<file path="src/rtl/score_pkg.sv">
// Shared types and BCD helper for the two-player score controller.
// Pure declarations; no state, no latency.
package score_pkg;

  typedef struct packed {
    logic [3:0] tens;
    logic [3:0] ones;
  } bcd2_t;

  typedef logic [2:0] pend_t;

  localparam logic [7:0] SCORE_MAX = 8'h99;

  // Two-digit BCD increment; caller guarantees the input is below 99.
  function automatic bcd2_t bcd2_inc(input bcd2_t v);
    bcd2_t r;
    r = v;
    if (v.ones == 4'd9) begin
      r.ones = 4'd0;
      r.tens = v.tens + 4'd1;
    end else begin
      r.ones = v.ones + 4'd1;
    end
    return r;
  endfunction

endpackage

</file>
<file path="src/rtl/bcd_score_acc.sv">
// Per-player BCD score accumulator: hits fill a saturating pending buffer drained one point per cycle.
// Score moves one edge after a point is pending; no backpressure, excess points beyond PEND_MAX are dropped.
module bcd_score_acc
  import score_pkg::*;
#(
  parameter int PEND_MAX = 7
) (
  input  logic       clk,
  input  logic       reset,
  input  logic       clear,
  input  logic       hit_valid,
  input  logic [1:0] hit_pts,
  output bcd2_t      score,
  output logic       busy,
  output logic       sat
);

  pend_t      pend_q;
  pend_t      pend_n;
  bcd2_t      score_n;
  logic       drain;
  logic       at_max;
  logic [3:0] sum;
  logic [3:0] add;

  always_comb begin
    at_max  = (score == SCORE_MAX);
    drain   = (pend_q != 3'd0) && !at_max;
    score_n = drain ? bcd2_inc(score) : score;
    add     = hit_valid ? {2'b00, hit_pts} : 4'd0;
    // drain implies pend_q >= 1, so the subtraction cannot underflow
    sum     = {1'b0, pend_q} - {3'b000, drain} + add;
    if (at_max) begin
      pend_n = 3'd0;
    end else if (sum > 4'(PEND_MAX)) begin
      pend_n = pend_t'(PEND_MAX);
    end else begin
      pend_n = sum[2:0];
    end
  end

  always_ff @(posedge clk or posedge reset) begin
    if (reset) begin
      score  <= '0;
      pend_q <= '0;
      busy   <= 1'b0;
      sat    <= 1'b0;
    end else if (clear) begin
      score  <= '0;
      pend_q <= '0;
      busy   <= 1'b0;
      sat    <= 1'b0;
    end else begin
      score  <= score_n;
      pend_q <= pend_n;
      busy   <= (pend_n != 3'd0);
      sat    <= (score_n == SCORE_MAX);
    end
  end

endmodule

</file>
<file path="src/rtl/score_scheduler.sv">
// Two-player score controller time-sharing one 2-digit display, switching player every DWELL_CYCLES.
// Display word trails internal score by one edge; no backpressure, events are always accepted or dropped.
module score_scheduler
  import score_pkg::*;
#(
  parameter int DWELL_CYCLES = 40_000_000,
  parameter int PEND_MAX     = 7
) (
  input  logic       clk,
  input  logic       reset,
  input  logic       clear,
  input  logic [1:0] hit_valid,
  input  logic [3:0] hit_pts,
  output logic [8:0] score,
  output logic [1:0] busy,
  output logic [1:0] sat
);

  localparam int CW = (DWELL_CYCLES > 1) ? $clog2(DWELL_CYCLES) : 1;

  bcd2_t          score0;
  bcd2_t          score1;
  bcd2_t          shown_score;
  logic [CW-1:0]  dwell_cnt;
  logic           shown;

  bcd_score_acc #(.PEND_MAX(PEND_MAX)) u_acc0 (
    .clk       (clk),
    .reset     (reset),
    .clear     (clear),
    .hit_valid (hit_valid[0]),
    .hit_pts   (hit_pts[1:0]),
    .score     (score0),
    .busy      (busy[0]),
    .sat       (sat[0])
  );

  bcd_score_acc #(.PEND_MAX(PEND_MAX)) u_acc1 (
    .clk       (clk),
    .reset     (reset),
    .clear     (clear),
    .hit_valid (hit_valid[1]),
    .hit_pts   (hit_pts[3:2]),
    .score     (score1),
    .busy      (busy[1]),
    .sat       (sat[1])
  );

  always_comb begin
    shown_score = shown ? score1 : score0;
  end

  always_ff @(posedge clk or posedge reset) begin
    if (reset) begin
      dwell_cnt <= '0;
      shown     <= 1'b0;
      score     <= 9'h000;
    end else if (clear) begin
      dwell_cnt <= '0;
      shown     <= 1'b0;
      score     <= 9'h000;
    end else begin
      if (dwell_cnt == CW'(DWELL_CYCLES - 1)) begin
        dwell_cnt <= '0;
        shown     <= ~shown;
      end else begin
        dwell_cnt <= dwell_cnt + 1'b1;
      end
      score <= {shown, shown_score};
    end
  end

endmodule
</file>
<file path="config.mk">
export PLATFORM = sky130hd
export DESIGN_NAME = score_scheduler
export DESIGN_NICKNAME = d
export VERILOG_FILES = /design/src/rtl/score_pkg.sv /design/src/rtl/bcd_score_acc.sv /design/src/rtl/score_scheduler.sv
export SDC_FILE = /design/constraint.sdc
export NUM_CORES = 1
export LEC_CHECK = 0
export BUFFER_PORTS_ARGS = -buffer_cell sky130_fd_sc_hd__buf_4
export CAP_MARGIN = 15
export CELL_PAD_IN_SITES_DETAIL_PLACEMENT = 1
export CELL_PAD_IN_SITES_GLOBAL_PLACEMENT = 2
export CORE_ASPECT_RATIO = 0.75
export CORE_UTILIZATION = 39
export CTS_CLUSTER_SIZE = 24
export DETAILED_ROUTE_END_ITERATION = 6
export PLACE_DENSITY_LB_ADDON = 0.1
export SETUP_SLACK_MARGIN = 0.05
export SKIP_CTS_REPAIR_TIMING = 1
export SYNTH_ARGS = -nofsm -noshare
export SYNTH_HDL_FRONTEND = slang
export SYNTH_SLANG_ARGS = --single-unit
export TNS_END_PERCENT = 30
</file>
<file path="constraint.sdc">
create_clock -name clk -period 3.6 [get_ports clk]
set_input_delay 0.18 -clock clk [delete_from_list [all_inputs] [get_ports clk]]
set_output_delay 0.18 -clock clk [all_outputs]
set_load 0.02 [all_outputs]
</file>
* After elaboration in Yosys (flattened, before gate mapping)
Index checks and enable logic that the tools add are counted.
** Word-level totals
- Logic and storage cells :: 67
- Output and inout bits :: 13
- Flip-flop bits (word level) :: 62
** Cells by class
- $lt $le $gt $ge :: 2
- Add/subtract/negate cells :: 9
- Multiplexer cells :: 26
- Reduce and logical (&&, ||, !) cells :: 9
- Bitwise gates (word level) :: 1
- Equality and inequality tests :: 7
** Operator list (number)
- $mux 26 :: 2
- $mux 8 :: 5
- $eq 8x8->1 const B :: 4
- $add 26x1->26 const B :: 1
- $eq 26x26->1 const B :: 1
- $mux 3 :: 6
- $add 4x1->4 const B :: 4
- $mux 4 :: 4
- $reduce_bool 3->1 :: 4
- $mux 9 :: 1
- $add 4x4->4 :: 2
- $eq 4x4->1 const B :: 2
- $gt 4x3->1 const B :: 2
- $sub 3x1->4 :: 2
- $mux 1 :: 6
- $mux 2 :: 2
- $logic_and 1x1->1 :: 2
- $logic_not 1->1 :: 2
- $reduce_bool 2->1 :: 1
- $not 1->1 :: 1

* Depth between registers and ports, before layout
Gate-level depths: netlist of the first run.
- Depth after elaboration :: 10
- Gate-level depth with buffers :: 12

* Hierarchy
From an unflattened synthesis of the first run, not the netlist that was laid out.
** Unflattened totals
- Cells, all modules :: 352
- Area total of the unflattened synthesis :: 3440.8 µm²
** Modules (own cells, without submodules)
- score_scheduler :: area each 1746.7 µm², times used 1, sequential area each 900.9 µm², cells an instance 176
- bcd_score_acc :: area each 847.1 µm², times used 2, sequential area each 325.3 µm², cells an instance 88

* Worst setup path before layout of the first run
Ideal clock, no wire load.
- Kind :: reg2reg
- From :: register u_acc1.score[2] (netlist name)
- To :: register u_acc1.busy
- Arrival time :: 2434 ps
- Cell stages (with the launch flop) :: 12
- Path slack :: 1078 ps
- Period minus slack after synthesis :: 2522 ps
- Cells stage by stage :: dfrtp_1 > clkbuf_1 > nor3b_1 > and3_1 > nor2_1 > ha_1 > inv_1 > ha_1 > inv_1 > fa_1 > xor2_1 > a41oi_1
** Between the ends
- Cells in the longest elaborated chain, start to end :: 10
** Ends and longest elaborated chain
- from (decl) :: RTL line bcd_score_acc.sv:13 : output bcd2_t score,
- from (signal assigned) :: RTL line bcd_score_acc.sv:54 : score <= score_n;
- $eq 8x8->1 (*) :: RTL line bcd_score_acc.sv:27 : at_max = (score == SCORE_MAX);
- $logic_not 1->1 :: RTL line bcd_score_acc.sv:28 : drain = (pend_q != 3'd0) && !at_max;
- $logic_and 1x1->1 :: RTL line bcd_score_acc.sv:28
- $sub 3x1->4 :: RTL line bcd_score_acc.sv:32 : sum = {1'b0, pend_q} - {3'b000, drain} + add;
- $add 4x4->4 :: RTL line bcd_score_acc.sv:32
- $gt 4x3->1 :: RTL line bcd_score_acc.sv:35 : end else if (sum > 4'(PEND_MAX)) begin
- $mux 3 :: RTL line bcd_score_acc.sv:35
- $mux 3 (*) :: RTL line bcd_score_acc.sv:33 : if (at_max) begin
- $reduce_bool 3->1 (*) :: RTL line bcd_score_acc.sv:56 : busy <= (pend_n != 3'd0);
- $mux 1 (*) :: RTL line bcd_score_acc.sv:48 : end else if (clear) begin
- to (signal assigned) :: RTL line bcd_score_acc.sv:56
- to (decl) :: RTL line bcd_score_acc.sv:14 : output logic busy,
Mark *: on every way between the ends. The rest lies on a longest branch, timed or not.
A chain may end at the register's enable or synchronous reset.

* Worst setup path after layout of the first run
Same ends and word-level chain as after synthesis.

==> summary.md, run 1 <==
| Metric | Value |
|---|---|
| Worst path max stage delay | `550 ps` |
| WP data arrival | `2960 ps` |
| Drc violations | `4` |
| Port bufs | `21` |
| Area growth syn-to-layout | `13.8%` |
| Final cell count without fillers | `483` |
| Worst-Skew Late Latency | `330 ps` |
| Cell Int Power | `1540 µW` |
| Cells after Synth | `355` |
| P_leak | `0.00176 µW` |
| Die Span Y | `83.8 µm` |
| Inserted Diodes | `0` |
| DRT antenna net count | `0` |
| Status | `complete, but fails checks` |
| EDFF count, synth | `0` |
| Failing checks | `design-rule violations, negative hold slack` |
| Max-cap violations | `0` |
| Sw Pwr | `777 µW` |
| Clk slew on worst S/H paths | `50 ps` |
| CTS Buffer Depth | `2` |
| Ys async rst share | `100%` |
| Yosys reg bits | `62` |
| Yosys cell types | `58` |
| Final worst path period share | `77.1%` |
| Worst Path Required | `3790 ps` |
| Crit Path Max Fanout | `8` |
| FP Rows | `29` |
| Drt wl/cell | `16.7 µm` |
| Sink Count | `62` |
| Crit path kind | `reg -> reg` |
| Sequential area share after synthesis | `44.6%` |
| Final WL | `8.09 mm` |
| Power Total | `2320 µW` |
| Critical Path Start Type | `flop` |
| Switching Share | `33.5%` |
| Num ports | `22` |
| Critical path's slowest cell | `nor3b_1` |
| Max-slew headroom | `51.2%` |
| Die area | `9310 µm²` |
| GRT Residual Overflow | `0` |
| Slew Viols, Final | `0` |
| WP buf/inv | `2` |
| Pwr dens | `584 nW/µm²` |
| Tot GR Track Use | `19.9%` |
| Placed wire-length estimate | `5.76 mm` |
| Post-route setup TNS | `0 ps` |
| Die X-Extent | `111 µm` |
| Hold_ws | `-15.3 ps` |
| Post-synthesis cell area | `3480 µm²` |
| Combinational share of power | `28.0%` |
| Net Count, Synth | `381` |
| Finish-stage setup viols | `0` |
| First-pass GRT wire length | `14.3 mm` |
| Nets | `397` |
| Fmax | `0.360 GHz` |
| Slew at the pin closest to its max-slew limit | `731 ps` |
| Fill cells | `993` |
| Cell Chain, Critical Path | `nor3b_1, and3_1, nor2_1, ha_1, inv_1, ha_1, inv_1, fa_1, xor2_1, a41oi_1` |
| H-tree levels | `3` |
| Routed vias | `2672` |
| Routed vias/inst | `5.53` |
| Vias in the first global route | `2800` |
| Max VDD drop | `0.335 mV` |
| TritonCTS clock tree | `done` |
| GPL Wtd Cong | `0.766` |
| Largest net degree at the start of global routing | `39` |
| Setup Skew | `7.13 ps` |
| Dpl cells | `468` |
| Router iterations before antenna repair | `6` |
| Hold Fails Final Rpt | `33` |
| Sequential Power Share | `38.0%` |
| Root Buffer | `clkbuf_16` |
| Final min period | `2780 ps` |
| Num CTS Buffers | `9` |
| Crit end category | `flop` |
| Post-layout utilization of the core | `46.3%` |
| Largest delay share family, worst path | `simple AND/OR/NAND/NOR gates` |
| Synth Flop Type | `dfrtp_1` |
| RSZ-0062 raised after global routing | `false` |
| Core area | `8560 µm²` |
| Clock power frac | `34.0%` |
| Share of cells above drive strength 1 | `12.3%` |
| Hold Crit Class | `in -> async` |
| DR iter-0 viols | `125` |
| YS warnings | `0` |
| Post-Syn Area per Cell | `9.81 µm²` |
| Initial Util | `40.7%` |
| Initial antenna violation count | `0` |
## power groups by stage
stage / combinational (µW) / sequential (µW) / clock [µW]
4_1_cts: 656 / 878 / 819
3_5_place_dp: 648 / 888 / 0
5_1_grt: 754 / 897 / 841
3_3_place_gp: 633 / 884 / 0
2_1_floorplan: 520 / 844 / 0
6_report: 649 / 879 / 788
## layer usage
layer  global-route usage (%)  wire, µm
met1                     28.4      4260
met2                     29.3      3500
met3                     4.36       231
met4                     7.49        98
met5                        0         0
## cell usage after synthesis, types with 7 or more instances
cell type  number  area, µm²
mux2i_1        11        110
a21oi_1        19       95.1
xnor2_1        10       87.6
nor4_1          7       43.8
nand3_1        14       70.1
o31ai_1         7       52.6
xor2_1         14        123
clkbuf_1       10       37.5
nand2_1        11       41.3
ha_1           15        188
inv_1          27        101
nor2_1         45        169
dfrtp_1        62       1550
nand4_1         7       43.8
## area by class of cell
cell class	count	area, µm²	share of cell area (%)
clock inverter	1	5.00	0.126
tap	108	135	3.41
timing repair buffer	23	173	4.36
inverter	27	101	2.56
multi-input combinational	248	1730	43.7
sequential	62	1550	39.1
clock buffer	14	264	6.66
## stage by stage
step | worst slack, ps | area (µm²)
after global placement | 937 | 3690
after global routing | 629 | 3960
after detailed placement | 867 | 3690
after floorplan | 1080 | 3480
final | 824 | 3960
after CTS | 850 | 3960
## layout by cell type (no fill, tap or decap), types with 3 or more instances in the layout
| cell type | instances |
|---|---|
| or4_1 | 5 |
| nor4b_1 | 4 |
| a41oi_1 | 3 |
| a21o_1 | 4 |
| clkbuf_1 | 3 |
| a21oi_1 | 19 |
| clkbuf_16 | 9 |
| and2_1 | 5 |
| and3_1 | 4 |
| and4_1 | 3 |
| xor2_1 | 14 |
| nor4_1 | 7 |
| nor2b_1 | 6 |
| nand2_1 | 11 |
| nand3_1 | 14 |
| nor2_1 | 45 |
| o21ai_0 | 3 |
| inv_1 | 26 |
| o31a_1 | 3 |
| nand3b_1 | 3 |
| a31oi_1 | 4 |
| dfrtp_1 | 62 |
| nor3_1 | 6 |
| mux2i_1 | 11 |
| xnor2_1 | 10 |
| ha_1 | 15 |
| nand4_1 | 7 |
| o31ai_1 | 7 |
| buf_4 | 23 |
## sequential cells by signal, summed over array words and instances (netlist names)
signal,cells
dwell_cnt,26
u_acc0.pend_q,3
u_acc0.busy,1
u_acc1.pend_q,3
u_acc1.busy,1
u_acc1.sat,1
u_acc0.sat,1
u_acc1.score,8
score,9
u_acc0.score,8
shown,1
## final timing paths
kind | startpoint | to | slack, ps | cells past startpoint
setup / recovery | u_acc1.score[2]$_DFF_PP0_ | u_acc1.busy$_DFF_PP0_ | 820 | 10
hold / removal | reset | dwell_cnt[3]$_DFF_PP0_ | -20 | 2
setup reg to reg | u_acc1.score[2]$_DFF_PP0_ | u_acc1.busy$_DFF_PP0_ | 820 | 10
hold reg to reg | dwell_cnt[0]$_DFF_PP0_ | dwell_cnt[0]$_DFF_PP0_ | 490 | 1
max in group asynchronous | reset | dwell_cnt[20]$_DFF_PP0_ | 2750 | 3
min in group clk | clear | dwell_cnt[4]$_DFF_PP0_ | 290 | 2
## cell families after synthesis
group	Yosys count	synth area share, %
compound gates	55	10.5
xor+xnor	24	6.04
fa+ha+maj	17	6.54
buf+inv	45	5.64
flops	62	44.6
mux	13	3.81
simple gates	139	22.9
No activity file was read; power rests on OpenSTA's default activity.
==> run 2, diff against run 1 <==
- clock period: 3.6 -> 2.9 ns (I/O delays scaled with it)
==> summary.md, run 2 (synthesis results as in run 1) <==
| Metric | Value |
|---|---|
| Inserted Diodes | `0` |
| Finish-stage setup viols | `0` |
| Commonest non-fill, non-tap cell in the layout | `dfrtp_1` |
| Die Span Y | `83.8 µm` |
| Critical path's slowest cell | `dfrtp_2` |
| Nets | `401` |
| Status | `complete, but fails checks` |
| Dpl cells | `471` |
| Worst-Skew Late Latency | `340 ps` |
| RSZ-0062 raised after global routing | `false` |
| Share of cells above drive strength 1 | `14.5%` |
| Num CTS Buffers | `9` |
| Crit path kind | `reg -> reg` |
| Max-slew headroom | `50.1%` |
| Hold Crit Class | `in -> async` |
| Cell Chain, Critical Path | `ha_1, and3b_1, and2_1, a32oi_1, ha_1, inv_1, ha_1, inv_1, fa_1, xor2_2, a41oi_2` |
| Hold_ws | `-52.2 ps` |
| Slew at the pin closest to its max-slew limit | `747 ps` |
| WP data arrival | `2880 ps` |
| Critical Path Start Type | `flop` |
| Setup Skew | `5.31 ps` |
| Worst Path Required | `3100 ps` |
| P_leak | `0.00181 µW` |
| Largest net degree at the start of global routing | `39` |
| Combinational share of power | `27.5%` |
| Most frequent cells in the layout | `dfrtp_1, nor2_1, buf_4` |
| Cell Int Power | `2080 µW` |
| FP Rows | `29` |
| PnR worst setup slack | `217 ps` |
| Switching Share | `32.7%` |
| Max VDD drop | `0.753 mV` |
| Initial Util | `40.7%` |
| First-pass GRT wire length | `14.4 mm` |
| Pwr dens | `761 nW/µm²` |
| Max-cap violations | `0` |
| Final min period | `2680 ps` |
| Crit Path Max Fanout | `7` |
| Area growth syn-to-layout | `16.5%` |
| Routed vias/inst | `5.44` |
| Router iterations before antenna repair | `6` |
| Sink Count | `62` |
| Post-Place Worst Slack | `181 ps` |
| Crit end category | `flop` |
| Slew Viols, Final | `0` |
| Num ports | `22` |
| Largest register FFs | `26` |
| Largest regs | `dwell_cnt (26), score (9)` |
| Die area | `9310 µm²` |
| Placed wire-length estimate | `5.83 mm` |
| Routed vias | `2657` |
| Final worst path period share | `92.5%` |
| Hold Fails Final Rpt | `32` |
| Drc violations | `4` |
| TritonCTS clock tree | `done` |
| Core area | `8560 µm²` |
| H-tree levels | `3` |
| DR iter-0 viols | `112` |
| Final cell count without fillers | `488` |
| Largest Register | `dwell_cnt` |
| Failing checks | `design-rule violations, negative hold slack` |
| Fmax | `0.373 GHz` |
| CTS Buffer Depth | `2` |
| Drt wl/cell | `16.7 µm` |
| Vias in the first global route | `2819` |
| GPL Wtd Cong | `0.796` |
| GRT Residual Overflow | `0` |
| Tot GR Track Use | `20.0%` |
| Most used cell, CP | `ha_1` |
| Root Buffer | `clkbuf_16` |
| DRT antenna net count | `0` |
| Sequential Power Share | `35.3%` |
| Port bufs | `21` |
| Post-route setup TNS | `0 ps` |
| Fill cells | `983` |
| Clock power frac | `37.1%` |
| Sw Pwr | `1010 µW` |
| Clk slew on worst S/H paths | `50 ps` |
| Final WL | `8.16 mm` |
| Die X-Extent | `111 µm` |
| Worst path max stage delay | `460 ps` |
| Initial antenna violation count | `0` |
-- run 2: cell count changes in the layout (fill, tap and decap cells not counted), sizes merged --
| cell | previous run | this run |
|---|---|---|
| buf | 23 | 27 |
| bufinv | 0 | 2 |
| clkbuf | 14 | 12 |
| clkinv | 1 | 2 |
-- run 2: layout make-up --
| class | instances | area (µm²) | area share, % |
|---|---|---|---|
| Sequential cell | 62 | 1550 | 38.3 |
| Multi-Input combinational cell | 248 | 1750 | 43.1 |
| Tap cell | 108 | 135 | 3.33 |
| Clock inverter | 4 | 70.1 | 1.73 |
| Timing Repair Buffer | 27 | 203 | 5.00 |
| Inverter | 27 | 101 | 2.50 |
| Clock buffer | 12 | 246 | 6.07 |
-- run 2: per-stage QoR --
stage	util, %	power, µW	area, µm²
floorplan	-	1690	3480
CTS	47.1	3100	4030
global route	47.4	3300	4060
global placement	43.4	1880	3720
detailed placement	43.4	1920	3720
finish	47.4	3090	4060
-- run 2: path summary, 6_finish.rpt --
kind | start | end | slack, ps | depth (start not counted)
worst max-delay path | u_acc0.score[4]$_DFF_PP0_ | u_acc0.busy$_DFF_PP0_ | 220 | 11
worst min-delay path | reset | u_acc0.score[2]$_DFF_PP0_ | -50 | 2
worst max register to register | u_acc0.score[4]$_DFF_PP0_ | u_acc0.busy$_DFF_PP0_ | 220 | 11
worst min register to register | dwell_cnt[0]$_DFF_PP0_ | dwell_cnt[0]$_DFF_PP0_ | 490 | 1
max in group asynchronous | reset | u_acc0.score[4]$_DFF_PP0_ | 2240 | 3
min in group clk | clear | dwell_cnt[8]$_DFF_PP0_ | 230 | 2
-- run 2: critical path, delay by kind of cell, from the launching register on --
family	cells	cell delay, ps
xor+xnor	1	190
compound gates	2	290
fa+ha+maj	4	1100
simple gates	2	380
flops	1	460
buf+inv	2	130
-- run 2: power groups by stage --
stage          combinational, µW  clock [µW]  sequential [µW]
3_3_place_gp                 781           0             1100
2_1_floorplan                645           0             1050
5_1_grt                      971        1220             1110
3_5_place_dp                 814           0             1110
4_1_cts                      822        1190             1090
6_report                     850        1150             1090
-- run 2: routing by layer --
metal	GRT usage (%)	up-vias	share of wire, %
met3	5.74	10	4.1
met5	0	-	0
met4	7.00	0	1.6
met2	28.9	24	43
met1	28.6	1325	51
li1	-	1298	-
